`src/rtl/lal_seq.sv`:
```
// lal_seq: command sequencer wrapped around the combinational lal decoder.
// Commands enter a 2-entry FIFO, are applied to lal, and lal's 9-bit
// next-state output is fed back until it stops changing or the step limit
// is hit. The final state, decode flags and step count are then held on the
// result port.
//
// Handshakes: a transfer happens on a rising clock edge where valid and ready
// are both high. in_ready depends only on registered state. out_valid and the
// out_* fields stay stable until out_ready is seen, unless abort or reset
// intervenes.
module lal_seq #(
  parameter int MAX_STEPS = 15,
  parameter int CNT_W     = 4
) (
  input  logic              clock,
  input  logic              reset,
  input  logic              in_valid,
  output logic              in_ready,
  input  logic [16:0]       in_cmd,
  input  logic              abort,
  output logic [25:0]       lal_pi,
  input  logic [18:0]       lal_po,
  output logic              out_valid,
  input  logic              out_ready,
  output logic [8:0]        out_state,
  output logic [8:0]        out_flags,
  output logic [CNT_W-1:0]  out_steps,
  output logic              out_timeout
);

  typedef enum logic [1:0] {
    IDLE = 2'd0,
    LOAD = 2'd1,
    RUN  = 2'd2,
    DONE = 2'd3
  } state_t;

  state_t            state_q, state_d;

  logic [16:0]       fifo_mem [2];
  logic              wr_ptr, rd_ptr;
  logic [1:0]        count;
  logic              push, pop;

  logic [16:0]       cmd_q;
  logic [8:0]        s_q;
  logic [CNT_W-1:0]  step_q;

  logic [8:0]        n;
  logic              fixed_pt, at_limit, term;
  logic              unused_po9;

  // Bits 7 and 15 of a command carry no meaning; clearing them when the
  // command is loaded lets lal_pi be a plain OR with the freeze bit.
  localparam logic [16:0] CMD_MASK = 17'h17F7F;

  assign in_ready   = (count != 2'd2);
  assign push       = in_valid & in_ready;
  assign pop        = (state_q == IDLE) && (count != 2'd0);

  assign n          = lal_po[18:10];
  assign unused_po9 = lal_po[9];
  assign fixed_pt   = (n == s_q);
  assign at_limit   = (step_q == CNT_W'(MAX_STEPS - 1));
  assign term       = (state_q == RUN) && !abort && (fixed_pt || at_limit);

  // pi15 high freezes lal's chain everywhere except RUN.
  assign lal_pi = {s_q, cmd_q | {1'b0, (state_q != RUN), 15'd0}};

  // Command FIFO: two slots, pointer per side, occupancy counter.
  always_ff @(posedge clock or posedge reset) begin
    if (reset) begin
      fifo_mem[0] <= '0;
      fifo_mem[1] <= '0;
      wr_ptr      <= 1'b0;
      rd_ptr      <= 1'b0;
      count       <= 2'd0;
    end else begin
      if (push) begin
        fifo_mem[wr_ptr] <= in_cmd;
        wr_ptr           <= ~wr_ptr;
      end
      if (pop) begin
        rd_ptr <= ~rd_ptr;
      end
      case ({push, pop})
        2'b10:   count <= count + 2'd1;
        2'b01:   count <= count - 2'd1;
        default: count <= count;
      endcase
    end
  end

  // FSM state register.
  always_ff @(posedge clock or posedge reset) begin
    if (reset) begin
      state_q <= IDLE;
    end else begin
      state_q <= state_d;
    end
  end

  // Next-state logic; abort wins over termination and over out_ready.
  always_comb begin
    state_d = state_q;
    case (state_q)
      IDLE: if (count != 2'd0) state_d = LOAD;
      LOAD: state_d = abort ? IDLE : RUN;
      RUN: begin
        if (abort)     state_d = IDLE;
        else if (term) state_d = DONE;
      end
      DONE: begin
        if (abort || out_ready) state_d = IDLE;
      end
      default: state_d = IDLE;
    endcase
  end

  // Datapath: command capture, chain iteration and result capture.
  always_ff @(posedge clock or posedge reset) begin
    if (reset) begin
      cmd_q       <= '0;
      s_q         <= '0;
      step_q      <= '0;
      out_valid   <= 1'b0;
      out_state   <= '0;
      out_flags   <= '0;
      out_steps   <= '0;
      out_timeout <= 1'b0;
    end else begin
      if (pop) begin
        cmd_q <= fifo_mem[rd_ptr] & CMD_MASK;
      end
      if (state_q == LOAD) begin
        s_q    <= '0;
        step_q <= '0;
      end else if (state_q == RUN && !abort && !fixed_pt && !at_limit) begin
        s_q    <= n;
        step_q <= step_q + CNT_W'(1);
      end
      if (term) begin
        out_state   <= n;
        out_flags   <= lal_po[8:0];
        out_steps   <= step_q + CNT_W'(1);
        out_timeout <= !fixed_pt;
      end
      out_valid <= (state_d == DONE);
    end
  end

endmodule

```
`config.mk`:
```
export PLATFORM = sky130hd
export DESIGN_NAME = lal_seq
export DESIGN_NICKNAME = d
export VERILOG_FILES = /design/src/rtl/lal_seq.sv
export SDC_FILE = /design/constraint.sdc
export NUM_CORES = 1
export LEC_CHECK = 0
export ABC_CLOCK_PERIOD_IN_PS = 3800
export BUFFER_PORTS_ARGS = -buffer_cell sky130_fd_sc_hd__buf_4
export CAP_MARGIN = 10
export CORE_ASPECT_RATIO = 2
export CORE_MARGIN = 2
export CORE_UTILIZATION = 55
export CTS_BUF_LIST = sky130_fd_sc_hd__clkbuf_4
export DETAILED_ROUTE_END_ITERATION = 10
export PLACE_DENSITY = 0.82
export SYNTH_ARGS = -nofsm -noshare
export SYNTH_HDL_FRONTEND = slang
export SYNTH_SLANG_ARGS = --single-unit
```
`constraint.sdc`:
```
create_clock -name clock -period 3.8 [get_ports clock]
set_clock_uncertainty 0.05 [all_clocks]
set_input_delay 0.76 -clock clock [delete_from_list [all_inputs] [get_ports clock]]
set_output_delay 0.76 -clock clock [all_outputs]
set_load 0.05 [all_outputs]
```
# Yosys cells after proc, flatten, opt, wreduce, memory -nomap -nowiden
# Index checks and enable logic that the tools add are counted.
[word_totals]
regBits = 92
input_bits = 41
[op_classes]
n_lt_le_gt_ge = 3
reduce_logical = 15
n_mux = 17
bitwise_logic = 6
n_eq_ne = 10
add_sub_neg = 3
[op_table]
columns = ["op", "count"]
rows = [
  ["2-to-1 mux 17 bit", 4],
  ["bitwise mux 34 bit", 1],
  ["2-to-1 mux 9 bit", 2],
  ["demux 17 bit (select 1 bit)", 1],
  ["bitwise OR 17 x 16 -> 17 bit", 1],
  ["2-to-1 mux 2 bit", 5],
  ["equality test 9 bit", 1],
  ["equality test 2 bit (second input constant)", 4],
  ["2-to-1 mux 4 bit", 2],
  ["case mux 2 bit (4 select lines)", 1],
  ["logical AND 1 bit", 6],
  ["nonzero test 2 bit", 3],
  ["adder 4 x 1 -> 4 bit (second input constant)", 1],
  ["equality test 2 x 1 -> 1 bit (second input constant)", 2],
  ["equality test 4 bit (second input constant)", 1],
  [">= comparator 2 bit (second input constant)", 2],
  ["inequality test 2 bit (second input constant)", 2],
  ["NOT 1 -> 2 bit", 2],
  ["case mux 2 bit (2 select lines)", 1],
  ["logical NOT 1 bit", 3],
  ["adder 2 x 1 -> 2 bit (second input constant)", 1],
  ["logical NOT 2 bit", 1],
  ["logical OR 1 bit", 2],
  ["< comparator 2 x 1 -> 1 bit (second input constant)", 1],
  ["3 further kinds", 4],
]

# Logic depth before layout (Yosys ltp)
# Gate-level depths: netlist of run 1.
[logic_depth]
depth_word = 7
depth_mapped = 8

# Least setup slack after synthesis of run 1
# No wires, ideal clock.
[synth_path]
path_kind = "input port to flip-flop"
startpoint = "input port lal_po[17]"
endpoint = "register out_flags[0]"
setup_slack_ps = 1511
arrival_time_ps = 2112
n_path_buf = 1
path_stages = 6
path_cell_list = "xor2_1 > nor4_2 > nand3_1 > a21oi_2 > buf_6 > mux2_1"
[synth_via]
elab_chain_len = 3
[synth_lines]
columns = ["element", "line_no", "rtl"]
rows = [
  ["start, declared", "22", "input logic [18:0] lal_po,"],
  ["equality test 9 bit", "63", "assign fixed_pt = (n == s_q);"],
  ["logical OR 1 bit", "65", "assign term = (state_q == RUN) && !abort && (fixed_pt || at_limit);"],
  ["logical AND 1 bit", "65", ""],
  ["end signal, assigned", "144", "out_flags <= lal_po[8:0];"],
  ["end, declared", "26", "output logic [8:0] out_flags,"],
]
# Every way passes these cells.
# A chain may end at the register's enable or synchronous reset.

# Final worst setup path of run 1
[layout_path]
startpoint = "register s_q[7]"
endpoint = "register out_state[7]"
[layout_via]
elab_chain_len = 3
[layout_lines]
columns = ["element", "line_no", "rtl"]
rows = [
  ["start, declared", "46", "logic [8:0] s_q;"],
  ["start signal, assigned", "139", "s_q <= n;"],
  ["equality test 9 bit", "63", ""],
  ["logical OR 1 bit", "65", ""],
  ["logical AND 1 bit", "65", ""],
  ["end signal, assigned", "143", "out_state <= n;"],
  ["end, declared", "25", "output logic [8:0] out_state,"],
]
# Every way passes these cells.

==> reports/summary.txt, run 1 <==
First DRT Iteration DRCs - 138
CTS resizes - 0
Design Area, Final - 4517 sq um
Worst reg2reg startpoint - s_q[7]
N_diodes - 0
Mapped Area - 3690 sq um
Dpl cells - 457
Max-cap violations - 0
CP arrival - 2.83 ns
Post-route setup slack - 1.243 ns
Critical Path RT - 4.07 ns
Setup_tns - 0 ns
Vias in the first global route - 2,522
Final net count - 424
Synth Register Bits - 88
Syn Inst Count - 291
Vias per inst - 5.255
Worst-Margin Slew - 0.9164 ns
Hold Buf Count CTS - 0
Final setup fails - 0
Switch share - 42.83%
Multi-input logic area - 1403 sq um
Post-synth top area share - 59.68%
CTS buffer count - 9
Synth cell types - 31
Largest net degree at the start of global routing - 46
Peak VDD IR - 521.5 uV
Net Sw Power - 1.533 mW
Slew HR - 38.91%
Comb power frac - 46.0%
Layout Cells excl Fill - 470
Synth Flop Type - dfrtp_1
Critical Path End Type - flop
CP Launch Type - flop
Clock sinks - 88
Routability cong. - 0.7932
Final Slew Violations - 0
Post-route ant nets - 0
Endpoints failing hold - 0
WS Path Type - reg2reg
FP Rows - 42
Fill count - 494
Share of layout cells above drive strength 1 - 36.13%
R2R depth - 6
YS warnings - 0
Placement Setup Slack - 0.8012 ns
Mapped Nets - 335
DIE AREA - 7419 sq um
Synth top cells by count - dfrtp_1, mux2_2, nand2_1
Clk pwr share - 10.9%
First-pass GRT wire length - 11,520 microns
Hpwl dp - 5316 microns
Most numerous cell in the Yosys netlist - dfrtp_1
Core Region - 6569 sq um
Drt drc - 0
Die height - 119.8 microns
Ys async rst share - 100.0%
IO buf count - 87
RSZ-0062 raised after global routing - false
Vias - 2,470
Pwr/cell area - 792.5 nW/um^2
Dpl cell area - 4434 sq um
Max incr delay on CP - 0.47 ns
Setup Buffers After CTS - 0
Status - completed
R2R Setup Slk - 1.24 ns
Overflow after GRT - 0
Pint - 2.046 mW
Storage cell area - 2202 sq um
Seq pwr share - 43.1%
Drt pass-1 iters - 4
Root buffer cell - clkbuf_4
CP Max Fanout - 15
Tot Pwr - 3.580 mW
Die X - 61.92 microns
I/O pin total - 92
FMAX - 0.3911 GHz
Reg2reg end - out_state[7]
CTS tree - built
H-tree levels - 3
Longest Clk Path Bufs - 2
Clock-pin slew on the worst setup and hold paths - 0.12 ns
Worst skew pair latency - 0.43 ns
Syn Area/Cell - 12.68 sq um
Detailed Route WL - 7109 microns
Crit-path cells - xor2_1, nor4_2, nand3_1, a21oi_2, buf_4, mux2_2
Initial Utilization - 56.17%
Period utilisation layout - 67.28%
CP max-delay cell - a21oi_2
HP Class - in2async
Antenna violations before repair - 0
Layout area overhead - 22.41%
Yosys top cell by area - dfrtp_1
Gr usage total - 21.16%
Sequential fraction of the synthesis area - 59.68%
P_leak - 2.242 nW
Top cells by area, synth - dfrtp_1, mux2_2, mux2_1, mux2i_1, xor2_1
Avg WL per Cell - 15.13 microns
Min Tclk post-route - 2.557 ns
Post-synth EDFFs - 0
[how the worst max path moves through the flow]
stage                     from            to
floorplan                reset      cmd_q[0]
global placement    lal_po[17]  out_state[7]
detailed placement  lal_po[17]  out_state[5]
CTS                     s_q[7]  out_state[3]
global route            s_q[7]  out_state[3]
finish                  s_q[7]  out_state[7]
[metal layers]
layer / track usage [%] / share of wire [%] / vias up
li1: - / - / 1170
met1: 23.17 / 38 / 1202
met2: 36.38 / 55 / 83
met3: 6.034 / 4.9 / 15
met4: 8.777 / 2.6 / 0
met5: 0 / 0 / -
[registers in the layout (all words and copies together), names as in the netlist]
register and count:
count 2, out_state 9, fifo_mem 30, cmd_q 15, s_q 9, out_steps 4, out_timeout 1, step_q 4
state_q 2, rd_ptr 1, out_flags 9, wr_ptr 1, out_valid 1
[logic make-up after synthesis]
logic type | share of synthesized area (%)
flops | 59.68
mux | 20.68
simple gates | 7.935
compound gates | 4.341
buf+inv | 2.441
xor+xnor | 3.798
fa+ha+maj | 1.017
other cells | 0.1016
[cells in the final DEF, fill, tap and decap left out, types with 2 or more instances in the layout]
master / n
buf_4: 91
dfrtp_1: 88
mux2_2: 31
nand2_1: 25
nor2_1: 23
mux2i_1: 20
mux2_1: 19
a21oi_1: 15
xor2_1: 13
o21ai_0: 10
clkbuf_4: 9
nand3_1: 5
clkinv_1: 4
nand2b_1: 3
inv_1: 3
xnor2_1: 3
ha_1: 3
a31oi_1: 2
[critical path: cells and delay by family, from the launching register on]
family / cells / cell delay [ns]
buffers and inverters: 1 / 0.33
flip-flops: 1 / 0.43
AO/OA/AOI/OAI: 1 / 0.47
AND/OR/NAND/NOR: 2 / 0.63
XOR/XNOR: 1 / 0.18
multiplexers: 1 / 0.36
[stage by stage]
step	hold slack (ns)	util, %
2_1_floorplan	0.4147	-
3_3_place_gp	0.4198	67.50
3_5_place_dp	0.4303	67.50
4_1_cts	0.3866	68.76
5_1_grt	0.4184	68.76
6_report	0.3926	68.76
[power by group through the flow]
stage	logic [mW]	clock network, mW	registers [mW]
6_report	1.65	0.391	1.54
5_1_grt	1.78	0.444	1.59
4_1_cts	1.67	0.408	1.54
3_5_place_dp	1.66	0	1.56
3_3_place_gp	1.61	0	1.54
2_1_floorplan	0.804	0	1.93
[final cells by class]
type	instances	area share (%)
tap	88	2.438
multi-input combinational	185	31.05
sequential	88	48.75
clock buffer	9	1.496
inverter	4	0.3601
timing repair buffer	92	15.57
clock inverter	4	0.3324
Power figures use the tool's default switching activity.
==> run 2, diff against run 1 <==
--- a/config.mk
+++ b/config.mk
@@ -5,7 +5,7 @@
 export SDC_FILE = /design/constraint.sdc
 export NUM_CORES = 1
 export LEC_CHECK = 0
-export ABC_CLOCK_PERIOD_IN_PS = 3800
+export ABC_CLOCK_PERIOD_IN_PS = 2500
 export BUFFER_PORTS_ARGS = -buffer_cell sky130_fd_sc_hd__buf_4
 export CAP_MARGIN = 10
 export CORE_ASPECT_RATIO = 2
==> constraint.sdc (replaced) <==
create_clock -name clock -period 2.5 [get_ports clock]
set_clock_uncertainty 0.05 [all_clocks]
set_input_delay 0.5 -clock clock [delete_from_list [all_inputs] [get_ports clock]]
set_output_delay 0.5 -clock clock [all_outputs]
set_load 0.05 [all_outputs]
==> run 2 against run 1 <==
Die area did not move. Flip-flop and latch count stayed put. First-iteration DRC count decreased by 33%. Setup slack worse by 0.95 ns. Utilization increased by 1.4 points. Routed wire length is 0.79% lower. Sequential power increased by 50%. Via count is 0.97% higher. Total power up 57%. Critical path depth is the same. Final area increased by 2.0%. Non-clock buffer count grew 4. Largest cell class unchanged. Highest routed layer unchanged.
==> reports/summary.txt, run 2 (synthesized netlist as in run 1, its figures left out) <==
Status - completed
Worst reg2reg startpoint - s_q[5]
Pint - 3.278 mW
Biggest register - fifo_mem
CTS resizes - 0
Die X - 61.92 microns
Final Util - 70.17%
Drt drc - 0
Max-cap violations - 0
Final Slew Violations - 0
Worst setup path end - out_steps[2]
R2R depth - 6
Post-route ant nets - 0
Critical Path End Type - flop
Commonest cells after routing, fill and taps aside - buf_4, dfrtp_1, mux2_2
Vias - 2,494
HP Class - in2async
Max reg flops - 30
Die height - 119.8 microns
CP arrival - 2.48 ns
Antenna violations before repair - 0
P_leak - 2.289 nW
Final net count - 428
Setup Buffers After CTS - 0
I/O pin total - 92
Slew HR - 55.99%
Period utilisation layout - 88.19%
Most common cell after layout, fill and taps aside - buf_4
Hpwl dp - 5146 microns
Worst skew pair latency - 0.44 ns
Setup_tns - 0 ns
First-pass GRT wire length - 11,700 microns
R2R Setup Slk - 0.30 ns
Root buffer cell - clkbuf_4
Layout area overhead - 24.92%
Endpoints failing hold - 0
RSZ-0062 raised after global routing - false
Layout Cells excl Fill - 477
First DRT Iteration DRCs - 93
CP Launch Type - flop
Pwr/cell area - 1221 nW/um^2
Net Sw Power - 2.351 mW
Biggest regs - fifo_mem x30, cmd_q x15
Min Tclk post-route - 2.205 ns
FMAX - 0.4536 GHz
Overflow after GRT - 0
CP max-delay cell - dfrtp_1
Fill count - 500
Dpl cells - 461
Clk pwr share - 13.5%
CP Max Fanout - 18
Post-route setup slack - 0.2952 ns
Design Area, Final - 4609 sq um
FP Rows - 42
Final setup fails - 0
Routability cong. - 0.7973
Largest net degree at the start of global routing - 89
CTS tree - built
Comb power frac - 45.5%
Max incr delay on CP - 0.44 ns
N_diodes - 0
Gr usage total - 21.64%
H-tree levels - 3
Drt pass-1 iters - 4
Clock-pin slew on the worst setup and hold paths - 0.12 ns
Initial Utilization - 56.17%
Hold Buf Count CTS - 0
CTS buffer count - 9
Longest Clk Path Bufs - 2
WS Path Type - reg2reg
Worst-Margin Slew - 0.6571 ns
Avg WL per Cell - 14.79 microns
IO buf count - 87
Seq pwr share - 41.0%
Clock sinks - 88
Vias in the first global route - 2,650
Peak VDD IR - 1000 uV
Share of layout cells above drive strength 1 - 37.79%
Critical Path RT - 2.78 ns
Vias per inst - 5.229
Placement Setup Slack - 0.1415 ns
Core Region - 6569 sq um
Crit-path cells - xor2_1, nor4_2, nand3_1, a21oi_2, buf_12, mux2_1
Reg2reg end - out_steps[2]
Switch share - 41.77%
Dpl cell area - 4479 sq um
Beginning of the critical path - s_q[5]
Detailed Route WL - 7053 microns
DIE AREA - 7419 sq um
[run 2: changes by cell type in the layout (fill, tap and decap cells not counted)]
cell	change
clkinv_2	+1
bufinv_16	+1
buf_12	+1
clkinv_1	-2
clkinvlp_4	+1
buf_4	+3
clkbuf_4	+2
[run 2: worst min path at each step]
| stage | endpoint | slack, ns | depth (start not counted) |
|---|---|---|---|
| after floorplan | count[1] | 0.41 | 1 |
| after global placement | out_flags[5] | 0.42 | 1 |
| after detailed placement | out_state[2] | 0.43 | 1 |
| after CTS | cmd_q[2] | 0.13 | 3 |
| after global routing | cmd_q[2] | 0.13 | 3 |
| final | cmd_q[2] | 0.1 | 3 |
[run 2: per-layer routing]
metal	wire length [microns]	global-route usage (%)
met5	0	0
met4	267	13.03
met3	251	3.341
met2	3987	37.96
met1	2547	22.54
[run 2: cell type report]
class | instances | area, sq um | share of cell area, %
well taps | 88 | 110.1 | 2.389
flip-flops and latches | 88 | 2202 | 47.77
repair buffers | 96 | 745.7 | 16.18
clock inverters | 5 | 47.55 | 1.031
inverters | 4 | 18.77 | 0.4072
clock buffers | 11 | 82.58 | 1.792
multi-input cells | 185 | 1403 | 30.43
[run 2: critical path: cells and delay by family, from the launching register on]
| family | cells | cell delay [ns] |
|---|---|---|
| buf+inv | 1 | 0.19 |
| flops | 1 | 0.44 |
| mux | 1 | 0.33 |
| compound gates | 1 | 0.26 |
| simple gates | 2 | 0.64 |
| xor+xnor | 1 | 0.18 |
[run 2: power groups by stage]
stage	logic, mW	registers, mW	clock network (mW)
4_1_cts	2.60	2.31	0.782
2_1_floorplan	1.22	2.93	0
5_1_grt	2.78	2.39	0.842
3_5_place_dp	2.60	2.34	0
3_3_place_gp	2.52	2.30	0
6_report	2.56	2.31	0.758
[run 2: metrics by stage]
stage	hold WS (ns)	power, mW
3_3_place_gp	0.4181	4.821
6_report	0.09516	5.629
2_1_floorplan	0.4147	4.155
4_1_cts	0.1272	5.695
5_1_grt	0.1308	6.006
3_5_place_dp	0.4260	4.941
==> run 3, diff against run 2 <==
--- a/config.mk
+++ b/config.mk
@@ -13,7 +13,7 @@
 export CORE_UTILIZATION = 55
 export CTS_BUF_LIST = sky130_fd_sc_hd__clkbuf_4
 export DETAILED_ROUTE_END_ITERATION = 10
-export PLACE_DENSITY = 0.82
+export PLACE_DENSITY = 0.9
 export SYNTH_ARGS = -nofsm -noshare
 export SYNTH_HDL_FRONTEND = slang
 export SYNTH_SLANG_ARGS = --single-unit
==> run 3 against run 2 <==
Via count decreased by 0.96%. Fmax down 0.77%. Sequential share of layout area is 0.37 points higher. Combinational power is essentially flat. Routed wire length rose by 3.7%. Hold slack improved by 0.039 ns. Total power shrank 1.7%. Sequential power down 2%. Non-clock buffer count decreased by 3. First-iteration DRC count is 24% higher. Utilization decreased by 0.53 points. Setup slack got worse by 0.017 ns.
==> reports/summary.txt, run 3 (synthesized netlist as in run 1, its figures left out) <==
Status - completed
Drt drc - 0
Final setup fails - 0
Setup Buffers After CTS - 0
Fill count - 492
Pwr/cell area - 1209 nW/um^2
Hpwl dp - 5336 microns
Max reg flops - 30
Routability cong. - 0.8059
Clk pwr share - 12.3%
Crit-path cells - inv_1, ha_1, nand3_1, nand2_1, a31oi_2, o21ai_0
Worst path depth - 6
CP arrival - 2.44 ns
Drt pass-1 iters - 4
Endpoints failing hold - 0
Pint - 3.176 mW
Worst-Margin Slew - 0.9554 ns
Die X - 61.92 microns
Overflow after GRT - 0
Biggest regs - fifo_mem x30, cmd_q x15
First DRT Iteration DRCs - 115
Initial Utilization - 56.17%
Post-route ant nets - 0
Final net count - 425
Seq pwr share - 41.1%
DIE AREA - 7419 sq um
CTS resizes - 0
Slew HR - 36.10%
Gr usage total - 22.01%
Worst path bufs/invs - 1
Most common cell after layout, fill and taps aside - buf_4
Layout area overhead - 23.97%
Avg WL per Cell - 15.43 microns
Biggest register - fifo_mem
Vias in the first global route - 2,679
N_diodes - 0
First-pass GRT wire length - 12,010 microns
Max-cap violations - 0
Hold Buf Count CTS - 0
CTS buffer count - 9
Clock sinks - 88
Commonest cells after routing, fill and taps aside - buf_4, dfrtp_1, mux2_2
FMAX - 0.4501 GHz
HP Class - in2async
IO buf count - 87
CP Launch Type - flop
Max incr delay on CP - 0.76 ns
Share of layout cells above drive strength 1 - 37.82%
Crit path max-delay family - compound AO/OA/AOI/OAI gates
Setup_tns - 0 ns
R2R depth - 6
Storage cell area - 2202 sq um
Vias - 2,470
Die height - 119.8 microns
FP Rows - 42
Multi-input logic area - 1409 sq um
Switch share - 42.60%
WS Path Type - reg2reg
Net Sw Power - 2.357 mW
Critical Path RT - 2.72 ns
I/O pin total - 92
Detailed Route WL - 7314 microns
H-tree levels - 3
Worst hold slack - 0.1340 ns
Peak VDD IR - 850.0 uV
Final Slew Violations - 0
Critical Path End Type - flop
Longest Clk Path Bufs - 2
Antenna violations before repair - 0
CP max-delay cell - a31oi_2
CP Max Fanout - 22
Largest net degree at the start of global routing - 89
Worst skew pair latency - 0.42 ns
Comb power frac - 46.6%
Min Tclk post-route - 2.222 ns
P_leak - 2.262 nW
Period utilisation layout - 88.88%
Clock-pin slew on the worst setup and hold paths - 0.13 ns
CTS tree - built
Vias per inst - 5.211
RSZ-0062 raised after global routing - false
Core Region - 6569 sq um
Root buffer cell - clkbuf_4
## run 3: cell count changes in the layout (fill, tap and decap cells not counted)
cell        before  now
a31oi_1          2    1
a31oi_2          0    1
buf_4           94   91
bufinv_16        1    0
clkbuf_4        11   12
clkinv_1         2    1
clkinvlp_4       1    2
## run 3: path summary, 6_finish.rpt
check / from / end / slack [ns]
setup / recovery: step_q[0] / s_q[8] / 0.28
hold / removal: reset / out_flags[5] / 0.13
setup reg to reg: step_q[0] / s_q[8] / 0.28
hold reg to reg: out_flags[0] / out_flags[0] / 0.45
max in group asynchronous: reset / cmd_q[0] / 1.90
min in group clock: lal_po[4] / out_flags[4] / 0.23
## run 3: power groups by stage
stage | sequential [mW] | combinational, mW | clock (mW)
global route | 2.35 | 2.79 | 0.755
detailed placement | 2.31 | 2.61 | 0
finish | 2.27 | 2.58 | 0.680
CTS | 2.28 | 2.62 | 0.708
floorplan | 2.93 | 1.22 | 0
global placement | 2.27 | 2.53 | 0
## run 3: stage by stage
step | instances | power [mW] | utilization, % | setup WS (ns) | instance area [sq um]
floorplan | 291 | 4.155 | - | 0.3069 | 3694
global placement | 458 | 4.798 | 67.94 | 0.1680 | 4463
detailed placement | 458 | 4.919 | 67.94 | 0.1309 | 4463
CTS | 474 | 5.599 | 69.64 | 0.2696 | 4574
global route | 474 | 5.899 | 69.64 | 0.05724 | 4574
finish | 474 | 5.533 | 69.64 | 0.2781 | 4574
## run 3: final cells by class
cell class	count	area share (%)
Clock buffer	12	1.969
Clock inverter	4	0.4650
Tap cell	88	2.407
Timing Repair Buffer	93	15.81
Multi-Input combinational cell	185	30.80
Sequential cell	88	48.14
Inverter	4	0.4103
## run 3: worst reg2reg max path, delay by kind of cell (launching register included)
family / cells / cell delay [ns]
compound gates: 2 / 1.00
flops: 1 / 0.42
simple gates: 2 / 0.30
fa+ha+maj: 1 / 0.20
buf+inv: 1 / 0.10
## run 3: layer usage
metal	share of wire [%]	vias to the layer above	track usage, %
li1	-	1170	-
met1	37	1226	23.83
met2	57	58	38.55
met3	3.4	16	4.741
met4	2.6	0	10.11
met5	0	-	0
